<file path="src/rtl/apb_master_mc.sv">
// apb_master_mc: multi-slave APB4-subset master bridge.
// Accepts one read/write command at a time. It decodes the target slave from
// the address and runs a single SETUP/ACCESS transfer with one-hot PSEL. The
// read data, slave error and timeout status come back on a valid/ready
// response port. Every APB and response output comes straight from a flop.
module apb_master_mc #(
    parameter int ADDR_W  = 16,
    parameter int DATA_W  = 32,
    parameter int NSLV    = 3,
    parameter int SLV_AW  = 12,
    parameter int TIMEOUT = 15
) (
    input  logic                     PCLK,
    input  logic                     PRESET,
    // command port
    input  logic                     cmd_valid,
    output logic                     cmd_ready,
    input  logic                     cmd_write,
    input  logic [ADDR_W-1:0]        cmd_addr,
    input  logic [DATA_W-1:0]        cmd_wdata,
    input  logic [DATA_W/8-1:0]      cmd_strb,
    // response port
    output logic                     rsp_valid,
    input  logic                     rsp_ready,
    output logic [DATA_W-1:0]        rsp_rdata,
    output logic                     rsp_err,
    output logic                     rsp_timeout,
    // APB bus
    output logic [NSLV-1:0]          PSEL,
    output logic                     PENABLE,
    output logic                     PWRITE,
    output logic [ADDR_W-1:0]        PADDR,
    output logic [DATA_W-1:0]        PWDATA,
    output logic [DATA_W/8-1:0]      PSTRB,
    input  logic [NSLV*DATA_W-1:0]   PRDATA,
    input  logic [NSLV-1:0]          PREADY,
    input  logic [NSLV-1:0]          PSLVERR
);

    localparam int IDX_W  = (NSLV > 1) ? $clog2(NSLV) : 1;
    localparam int STRB_W = DATA_W / 8;
    localparam int CNT_W  = (TIMEOUT > 0) ? $clog2(TIMEOUT + 1) : 1;

    // NSLV widened by one bit so that NSLV == 2**IDX_W still compares correctly
    localparam logic [IDX_W:0]   NSLV_L    = (IDX_W + 1)'(NSLV);
    localparam logic [CNT_W-1:0] CNT_LIMIT = CNT_W'(TIMEOUT);
    localparam logic [CNT_W-1:0] CNT_MAX   = {CNT_W{1'b1}};
    localparam bit               TO_EN     = (TIMEOUT != 0);

    typedef enum logic [1:0] {
        ST_IDLE   = 2'd0,
        ST_SETUP  = 2'd1,
        ST_ACCESS = 2'd2,
        ST_RESP   = 2'd3
    } state_t;

    state_t              state_r,       state_nxt_s;
    logic [IDX_W-1:0]    idx_r,         idx_nxt_s;
    logic [CNT_W-1:0]    wait_cnt_r,    wait_cnt_nxt_s;
    logic [NSLV-1:0]     psel_r,        psel_nxt_s;
    logic                penable_r,     penable_nxt_s;
    logic                pwrite_r,      pwrite_nxt_s;
    logic [ADDR_W-1:0]   paddr_r,       paddr_nxt_s;
    logic [DATA_W-1:0]   pwdata_r,      pwdata_nxt_s;
    logic [STRB_W-1:0]   pstrb_r,       pstrb_nxt_s;
    logic                rsp_valid_r,   rsp_valid_nxt_s;
    logic [DATA_W-1:0]   rsp_rdata_r,   rsp_rdata_nxt_s;
    logic                rsp_err_r,     rsp_err_nxt_s;
    logic                rsp_timeout_r, rsp_timeout_nxt_s;

    logic [IDX_W-1:0]    cmd_idx_s;
    logic                cmd_idx_ok_s;
    logic [NSLV-1:0]     cmd_onehot_s;
    logic                sel_ready_s;
    logic                sel_err_s;
    logic [DATA_W-1:0]   sel_rdata_s;

    assign cmd_idx_s    = cmd_addr[SLV_AW +: IDX_W];
    assign cmd_idx_ok_s = ({1'b0, cmd_idx_s} < NSLV_L);

    // Decode the one-hot select for an incoming command.
    always_comb begin
        cmd_onehot_s = {NSLV{1'b0}};
        for (int k = 0; k < NSLV; k++) begin
            cmd_onehot_s[k] = (cmd_idx_s == IDX_W'(k));
        end
    end

    // AND-OR mux of the selected slave's returns; other slaves are ignored.
    always_comb begin
        sel_ready_s = 1'b0;
        sel_err_s   = 1'b0;
        sel_rdata_s = {DATA_W{1'b0}};
        for (int k = 0; k < NSLV; k++) begin
            sel_ready_s = sel_ready_s | (PREADY[k]  & (idx_r == IDX_W'(k)));
            sel_err_s   = sel_err_s   | (PSLVERR[k] & (idx_r == IDX_W'(k)));
            sel_rdata_s = sel_rdata_s |
                          (PRDATA[k*DATA_W +: DATA_W] & {DATA_W{idx_r == IDX_W'(k)}});
        end
    end

    // Next-state and next-output logic; by default every register holds.
    always_comb begin
        state_nxt_s       = state_r;
        idx_nxt_s         = idx_r;
        wait_cnt_nxt_s    = wait_cnt_r;
        psel_nxt_s        = psel_r;
        penable_nxt_s     = penable_r;
        pwrite_nxt_s      = pwrite_r;
        paddr_nxt_s       = paddr_r;
        pwdata_nxt_s      = pwdata_r;
        pstrb_nxt_s       = pstrb_r;
        rsp_valid_nxt_s   = rsp_valid_r;
        rsp_rdata_nxt_s   = rsp_rdata_r;
        rsp_err_nxt_s     = rsp_err_r;
        rsp_timeout_nxt_s = rsp_timeout_r;

        case (state_r)
            ST_IDLE: begin
                if (cmd_valid) begin
                    paddr_nxt_s    = cmd_addr;
                    pwrite_nxt_s   = cmd_write;
                    pwdata_nxt_s   = cmd_wdata;
                    pstrb_nxt_s    = cmd_write ? cmd_strb : {STRB_W{1'b0}};
                    idx_nxt_s      = cmd_idx_s;
                    wait_cnt_nxt_s = {CNT_W{1'b0}};
                    if (cmd_idx_ok_s) begin
                        psel_nxt_s  = cmd_onehot_s;
                        state_nxt_s = ST_SETUP;
                    end else begin
                        // decode error: answer at once without touching the bus
                        rsp_valid_nxt_s   = 1'b1;
                        rsp_err_nxt_s     = 1'b1;
                        rsp_timeout_nxt_s = 1'b0;
                        rsp_rdata_nxt_s   = {DATA_W{1'b0}};
                        state_nxt_s       = ST_RESP;
                    end
                end else begin
                    state_nxt_s = ST_IDLE;
                end
            end

            ST_SETUP: begin
                penable_nxt_s = 1'b1;
                state_nxt_s   = ST_ACCESS;
            end

            ST_ACCESS: begin
                if (sel_ready_s) begin
                    psel_nxt_s        = {NSLV{1'b0}};
                    penable_nxt_s     = 1'b0;
                    rsp_valid_nxt_s   = 1'b1;
                    rsp_err_nxt_s     = sel_err_s;
                    rsp_timeout_nxt_s = 1'b0;
                    rsp_rdata_nxt_s   = pwrite_r ? {DATA_W{1'b0}} : sel_rdata_s;
                    state_nxt_s       = ST_RESP;
                end else if (TO_EN && (wait_cnt_r == CNT_LIMIT)) begin
                    psel_nxt_s        = {NSLV{1'b0}};
                    penable_nxt_s     = 1'b0;
                    rsp_valid_nxt_s   = 1'b1;
                    rsp_err_nxt_s     = 1'b1;
                    rsp_timeout_nxt_s = 1'b1;
                    rsp_rdata_nxt_s   = {DATA_W{1'b0}};
                    state_nxt_s       = ST_RESP;
                end else begin
                    // saturating count of PREADY-low cycles
                    wait_cnt_nxt_s = (wait_cnt_r == CNT_MAX) ? wait_cnt_r
                                                             : wait_cnt_r + CNT_W'(1);
                    state_nxt_s    = ST_ACCESS;
                end
            end

            ST_RESP: begin
                if (rsp_ready) begin
                    rsp_valid_nxt_s = 1'b0;
                    state_nxt_s     = ST_IDLE;
                end else begin
                    state_nxt_s = ST_RESP;
                end
            end

            default: begin
                psel_nxt_s      = {NSLV{1'b0}};
                penable_nxt_s   = 1'b0;
                rsp_valid_nxt_s = 1'b0;
                state_nxt_s     = ST_IDLE;
            end
        endcase
    end

    // State and output registers; reset clears the bus and drops any response.
    always_ff @(posedge PCLK or posedge PRESET) begin
        if (PRESET) begin
            state_r       <= ST_IDLE;
            idx_r         <= {IDX_W{1'b0}};
            wait_cnt_r    <= {CNT_W{1'b0}};
            psel_r        <= {NSLV{1'b0}};
            penable_r     <= 1'b0;
            pwrite_r      <= 1'b0;
            paddr_r       <= {ADDR_W{1'b0}};
            pwdata_r      <= {DATA_W{1'b0}};
            pstrb_r       <= {STRB_W{1'b0}};
            rsp_valid_r   <= 1'b0;
            rsp_rdata_r   <= {DATA_W{1'b0}};
            rsp_err_r     <= 1'b0;
            rsp_timeout_r <= 1'b0;
        end else begin
            state_r       <= state_nxt_s;
            idx_r         <= idx_nxt_s;
            wait_cnt_r    <= wait_cnt_nxt_s;
            psel_r        <= psel_nxt_s;
            penable_r     <= penable_nxt_s;
            pwrite_r      <= pwrite_nxt_s;
            paddr_r       <= paddr_nxt_s;
            pwdata_r      <= pwdata_nxt_s;
            pstrb_r       <= pstrb_nxt_s;
            rsp_valid_r   <= rsp_valid_nxt_s;
            rsp_rdata_r   <= rsp_rdata_nxt_s;
            rsp_err_r     <= rsp_err_nxt_s;
            rsp_timeout_r <= rsp_timeout_nxt_s;
        end
    end

    assign cmd_ready   = (state_r == ST_IDLE);
    assign PSEL        = psel_r;
    assign PENABLE     = penable_r;
    assign PWRITE      = pwrite_r;
    assign PADDR       = paddr_r;
    assign PWDATA      = pwdata_r;
    assign PSTRB       = pstrb_r;
    assign rsp_valid   = rsp_valid_r;
    assign rsp_rdata   = rsp_rdata_r;
    assign rsp_err     = rsp_err_r;
    assign rsp_timeout = rsp_timeout_r;

endmodule

</file>
<file path="config.mk">
export PLATFORM = sky130hd
export DESIGN_NAME = apb_master_mc
export DESIGN_NICKNAME = d
export VERILOG_FILES = /design/src/rtl/apb_master_mc.sv
export SDC_FILE = /design/constraint.sdc
export NUM_CORES = 1
export LEC_CHECK = 0
export CAP_MARGIN = 10
export CORE_MARGIN = 2
export CORE_UTILIZATION = 41
export DETAILED_ROUTE_END_ITERATION = 7
export PLACE_DENSITY = 0.81
export SLEW_MARGIN = 20
export SYNTH_ARGS = -nofsm -noshare
export SYNTH_HDL_FRONTEND = slang
export SYNTH_SLANG_ARGS = --single-unit
</file>
<file path="constraint.sdc">
create_clock -name PCLK -period 4.7 [get_ports PCLK]
set_input_delay 1.175 -clock PCLK [delete_from_list [all_inputs] [get_ports PCLK]]
set_output_delay 1.175 -clock PCLK [all_outputs]
set_load 0.01 [all_outputs]
</file>
Yosys cells after proc, flatten, opt, wreduce, memory -nomap -nowiden
Cells that the tools add are included.
{ "totals": {"inputBits": 159, "word_cells": 94, "register_bits": 100} }
{ "op_classes": {"addsub": 1, "mux": 37, "order_cmp": 1, "n_eq_ne": 15, "reduce_logical": 12, "bitwise_logic": 15} }
{ "op_table": {"columns": ["op", "n"], "rows": [
  ["2-to-1 mux 32 bit", 5],
  ["bitwise AND 32 bit", 3],
  ["bitwise OR 32 bit", 2],
  ["one-hot mux 32 bit (2 select lines)", 1],
  ["2-to-1 mux 4 bit", 4],
  ["2-to-1 mux 1 bit", 13],
  ["2-to-1 mux 3 bit", 4],
  ["AND reduction 4 bit", 3],
  ["!= test 2 bit (second input constant)", 5],
  ["equality test 2 bit (second input constant)", 4],
  ["one-hot mux 2 bit (4 select lines)", 1],
  ["one-hot mux 4 bit (2 select lines)", 1],
  ["bitwise AND 1 bit", 6],
  ["equality test 2 x 1 -> 1 bit (second input constant)", 3],
  ["logical NOT 2 bit", 3],
  ["2-to-1 mux 2 bit", 3],
  ["one-hot mux 1 bit (2 select lines)", 3],
  ["one-hot mux 3 bit (2 select lines)", 1],
  ["AND reduction 5 bit", 1],
  ["adder 4 x 1 -> 4 bit (second input constant)", 1],
  ["equality test 4 bit (second input constant)", 1],
  ["bitwise OR 1 bit", 4],
  ["AND reduction 2 bit", 2],
  ["nonzero test 2 bit", 2],
  ["other kinds (5)", 5]
]} }

Longest topological paths before layout
{ "logic_depth": {"depth_word": 7, "mapped_depth": 8, "depth_no_buf": 6} }

Worst setup path after synthesis
Ideal clock, no wire load.
{ "synth_path": {"path_type": "input-to-reg", "start": "input port cmd_valid", "end": "register rsp_rdata_r[10], in the netlist rsp_rdata[10]", "setup_slack_ps": 2194, "setup_time_ps": 125, "cell_stages": 7, "n_path_buf": 3, "t_arrival_ps": 2381, "required_ps": 4575, "cell_sequence": "clkbuf_1 > nand3_1 > nand2_1 > o221a_1 > buf_6 > buf_6 > mux2_4"} }
{ "synth_between": {"elab_chain_cells": 2} }
{ "synth_lines": {"columns": ["item", "line", "source"], "rows": [
  ["from (decl)", "16", "input logic cmd_valid,"],
  ["!= test 2 bit (no source line)", null, null],
  ["AND reduction 4 bit (no source line)", null, null],
  ["to (signal assigned)", "204", "rsp_rdata_r <= {DATA_W{1'b0}};"],
  ["to (signal assigned)", "218", "rsp_rdata_r <= rsp_rdata_nxt_s;"],
  ["to (decl)", "67", "logic [DATA_W-1:0] rsp_rdata_r, rsp_rdata_nxt_s;"]
]} }
Every way passes these cells.
A chain may end at the register's enable or synchronous reset.

Final worst setup path
{ "layout_path": {"start": "register state_r[0]", "end": "output port cmd_ready"} }
{ "layout_between": {"elab_chain_cells": 1} }
{ "layout_lines": {"columns": ["item", "line", "source"], "rows": [
  ["from (decl)", "57", "state_t state_r, state_nxt_s;"],
  ["from (signal assigned)", "208", "state_r <= state_nxt_s;"],
  ["logical NOT 2 bit", "224", "assign cmd_ready = (state_r == ST_IDLE);"],
  ["to (decl)", "17", "output logic cmd_ready,"]
]} }
Every way passes these cells.

==> results.py <==
metrics = {
    "outcome": {
        "status": "complete, no violations",
    },
    "timing": {
        "fin_crit_ns": 3.07,
        "max_slew_margin": 0.326,
        "fin_tns_setup_ns": 0,
        "hold_slack_ns": 0.487,
        "worst-slew-pin-transition_ns": 1.01,
        "grt_setup_unrepaired": "false",
        "hold_viol": 0,
        "setup_viol": 0,
        "final_max_slew_viol_count": 0,
        "timing.fmax_mhz": 325,
        "clock_skew_ns": 0.00541,
        "timing.final.crit_share": 0.654,
    },
    "logic_synthesis": {
        "ys_seq_area_frac": 0.488,
        "synthFlopType": "dfrtp_1",
        "synth-edff-count": 0,
        "synth_top_area_cell": "dfrtp_1",
        "synth.net_count": 564,
        "yosys_warnings": 0,
        "yosys_register_bits": 98,
        "synthCells": 399,
        "synthTopCellsByArea": "dfrtp_1 (49%), mux2_2 (11%), mux2_4 (8.7%)",
        "ys_types": 37,
        "async_flop_share": 1.00,
        "avgSynthCellArea_sq_um": 12.6,
        "synth_top_area_frac": 0.488,
        "synth_area_sq_um": 5030,
    },
    "clock_network": {
        "clkLatencyLatePin_ns": 0.33,
        "cts.path.max_buffers": 2,
        "numCtsBuffers": 9,
        "clk_pin_slew_worst_paths_ns": 0.06,
        "hold_buffers": 0,
        "root_buffer": "clkbuf_16",
        "cts.sinks": 98,
        "cts_resized": 0,
        "postCtsSetupRepairBufs": 0,
        "cts_tree": "built",
        "cts.htree.levels": 3,
    },
    "final_layout": {
        "num_antenna_cells": 0,
        "final_nets": 802,
        "syn2layout_area_growth_pct": 58.1,
        "drive_above_1_share": 0.170,
    },
    "route": {
        "viasPerCell": 5.27,
        "drc": 0,
        "drt_first_pass_iters": 4,
        "totalWireLength_mm": 14.6,
        "wl_per_cell_um": 18.6,
        "drt-initial-drc-count": 159,
        "vias": 4146,
        "ant_nets": 0,
    },
    "worst_setup_path": {
        "crit_type": "flip-flop to output port",
        "crit_slowest_cell": "clkdlybuf4s50_1",
        "endpoint_kind": "output port",
        "required_ns": 3.52,
        "crit_chain": "inv_1, ha_1, clkdlybuf4s50_1",
        "crit_arrival_ns": 1.90,
        "crit_path_max_incr_delay_ns": 0.62,
        "startpoint_type": "flip-flop",
        "cp_max_fo": 11,
        "path_buf_inv": 2,
        "critPathTopFamily": "buffers and inverters",
    },
    "die": {
        "coreArea_sq_um": 12000,
        "die_area_sq_um": 13200,
        "start_util": 0.418,
        "fp.dieW_um": 115,
        "io_pins": 252,
        "num_rows": 40,
        "die_h_um": 115,
    },
    "placed_design": {
        "port_buffers": 251,
        "hpwl_mm": 11.0,
        "routabilityCongestion": 0.901,
    },
    "power": {
        "p_per_area_nw_per_um2": 589,
        "peakVddDrop_mv": 0.384,
        "power.leakage_nw": 3.46,
    },
    "global_route": {
        "grt_pass1_wl_mm": 22.5,
        "track_usage": 0.220,
        "grt_start_max_net_pins": 56,
        "grt_overflow": 0,
        "grt_pass1_vias": 4360,
        "antenna_found_initial": 0,
    },
    "hold_path": {
        "hp-class": "flip-flop to flip-flop",
    },
    "job": {
        "drv_cap": 0,
    },
}
==> cells in the final DEF (no fill, tap or decap), drive strengths merged, types with 4 or more instances in the layout <==
cell type	instances
o21ai	13
nand2	17
nor2	4
o2bb2ai	33
nand3	6
dfrtp	98
inv	6
clkdlybuf4s50	251
and3	33
mux2i	37
buf	8
a22o	5
clkbuf	11
a21oi	5
ha	6
mux2	80
==> area by class of cell <==
class	instances	area, sq um
fillers	924	4070
repair buffers	259	2570
clock inverters	3	65.1
inverters	7	28.8
flip-flops and latches	98	2450
well taps	147	184
clock buffers	11	243
multi-input cells	262	2400
==> Yosys cell counts, types with 3 or more instances <==
master / n
o21ai_0: 12
a22o_1: 5
nand2_1: 17
o2bb2ai_1: 33
a21oi_1: 5
clkbuf_1: 17
and3_1: 33
dfrtp_1: 98
nor2_1: 4
inv_1: 6
mux2_4: 29
ha_1: 6
buf_1: 7
buf_2: 3
o211ai_1: 3
mux2_2: 51
nand3_1: 6
buf_6: 5
mux2i_1: 36
==> registers in the layout (all words and copies together), names as in the netlist, 2 cells and up <==
| name | flops |
|---|---|
| PSEL | 3 |
| PWDATA | 32 |
| PADDR | 15 |
| wait_cnt_r | 4 |
| rsp_rdata | 32 |
| PSTRB | 4 |
| state_r | 2 |
==> final timing paths <==
check,start,endpoint,slack (ns),cells past startpoint
min in group asynchronous,PRESET,PWDATA[9],1.27,2
hold reg to reg,PSTRB[3],PSTRB[3],0.49,2
setup reg to reg,state_r[0],rsp_rdata[19],1.96,6
hold / removal,PSTRB[3],PSTRB[3],0.49,2
max in group asynchronous,PRESET,PADDR[8],2.61,3
setup / recovery,state_r[0],cmd_ready,1.63,3
==> layer usage <==
metal,routed length (um),vias to the layer above,GRT usage
met2,7240,199,0.377
met1,5350,1970,0.246
met5,0,-,0
met3,1650,26,0.0805
met4,409,0,0.101
li1,-,1951,-
==> logic make-up (layout without fill, tap and decap cells) <==
group | Yosys count | count (layout) | share of synthesized area
buffers and inverters | 39 | 280 | 0.0373
AO/OA/AOI/OAI | 68 | 68 | 0.106
flip-flops | 98 | 98 | 0.488
multiplexers | 117 | 117 | 0.277
AND/OR/NAND/NOR | 71 | 71 | 0.0767
adder cells (fa/ha/maj) | 6 | 6 | 0.0149
==> per-stage QoR <==
step	instance area (sq um)	worst slack [ns]	power [W]	util	cells
2_1_floorplan	5030	0.963	0.00283	-	399
3_3_place_gp	7630	1.45	0.00384	0.635	773
3_5_place_dp	7630	1.38	0.00394	0.635	773
4_1_cts	7940	1.64	0.00473	0.661	787
5_1_grt	7950	1.53	0.00496	0.661	787
6_report	7950	1.63	0.00468	0.661	787
==> power by group <==
group	switching, W	internal (W)	total, W
logic	0.00114	0.00138	0.00251
clock network	0.000295	0.000474	0.000769
registers	0.000206	0.00119	0.00140
total	0.00164	0.00304	0.00468
==> worst min-delay path, delay by kind of cell, from the launching register on <==
family           cells  cell delay (ns)
AO/OA/AOI/OAI        1             0.06
flip-flops           1             0.34
AND/OR/NAND/NOR      1             0.05
Note: power is estimated with default switching activity, not from simulation.
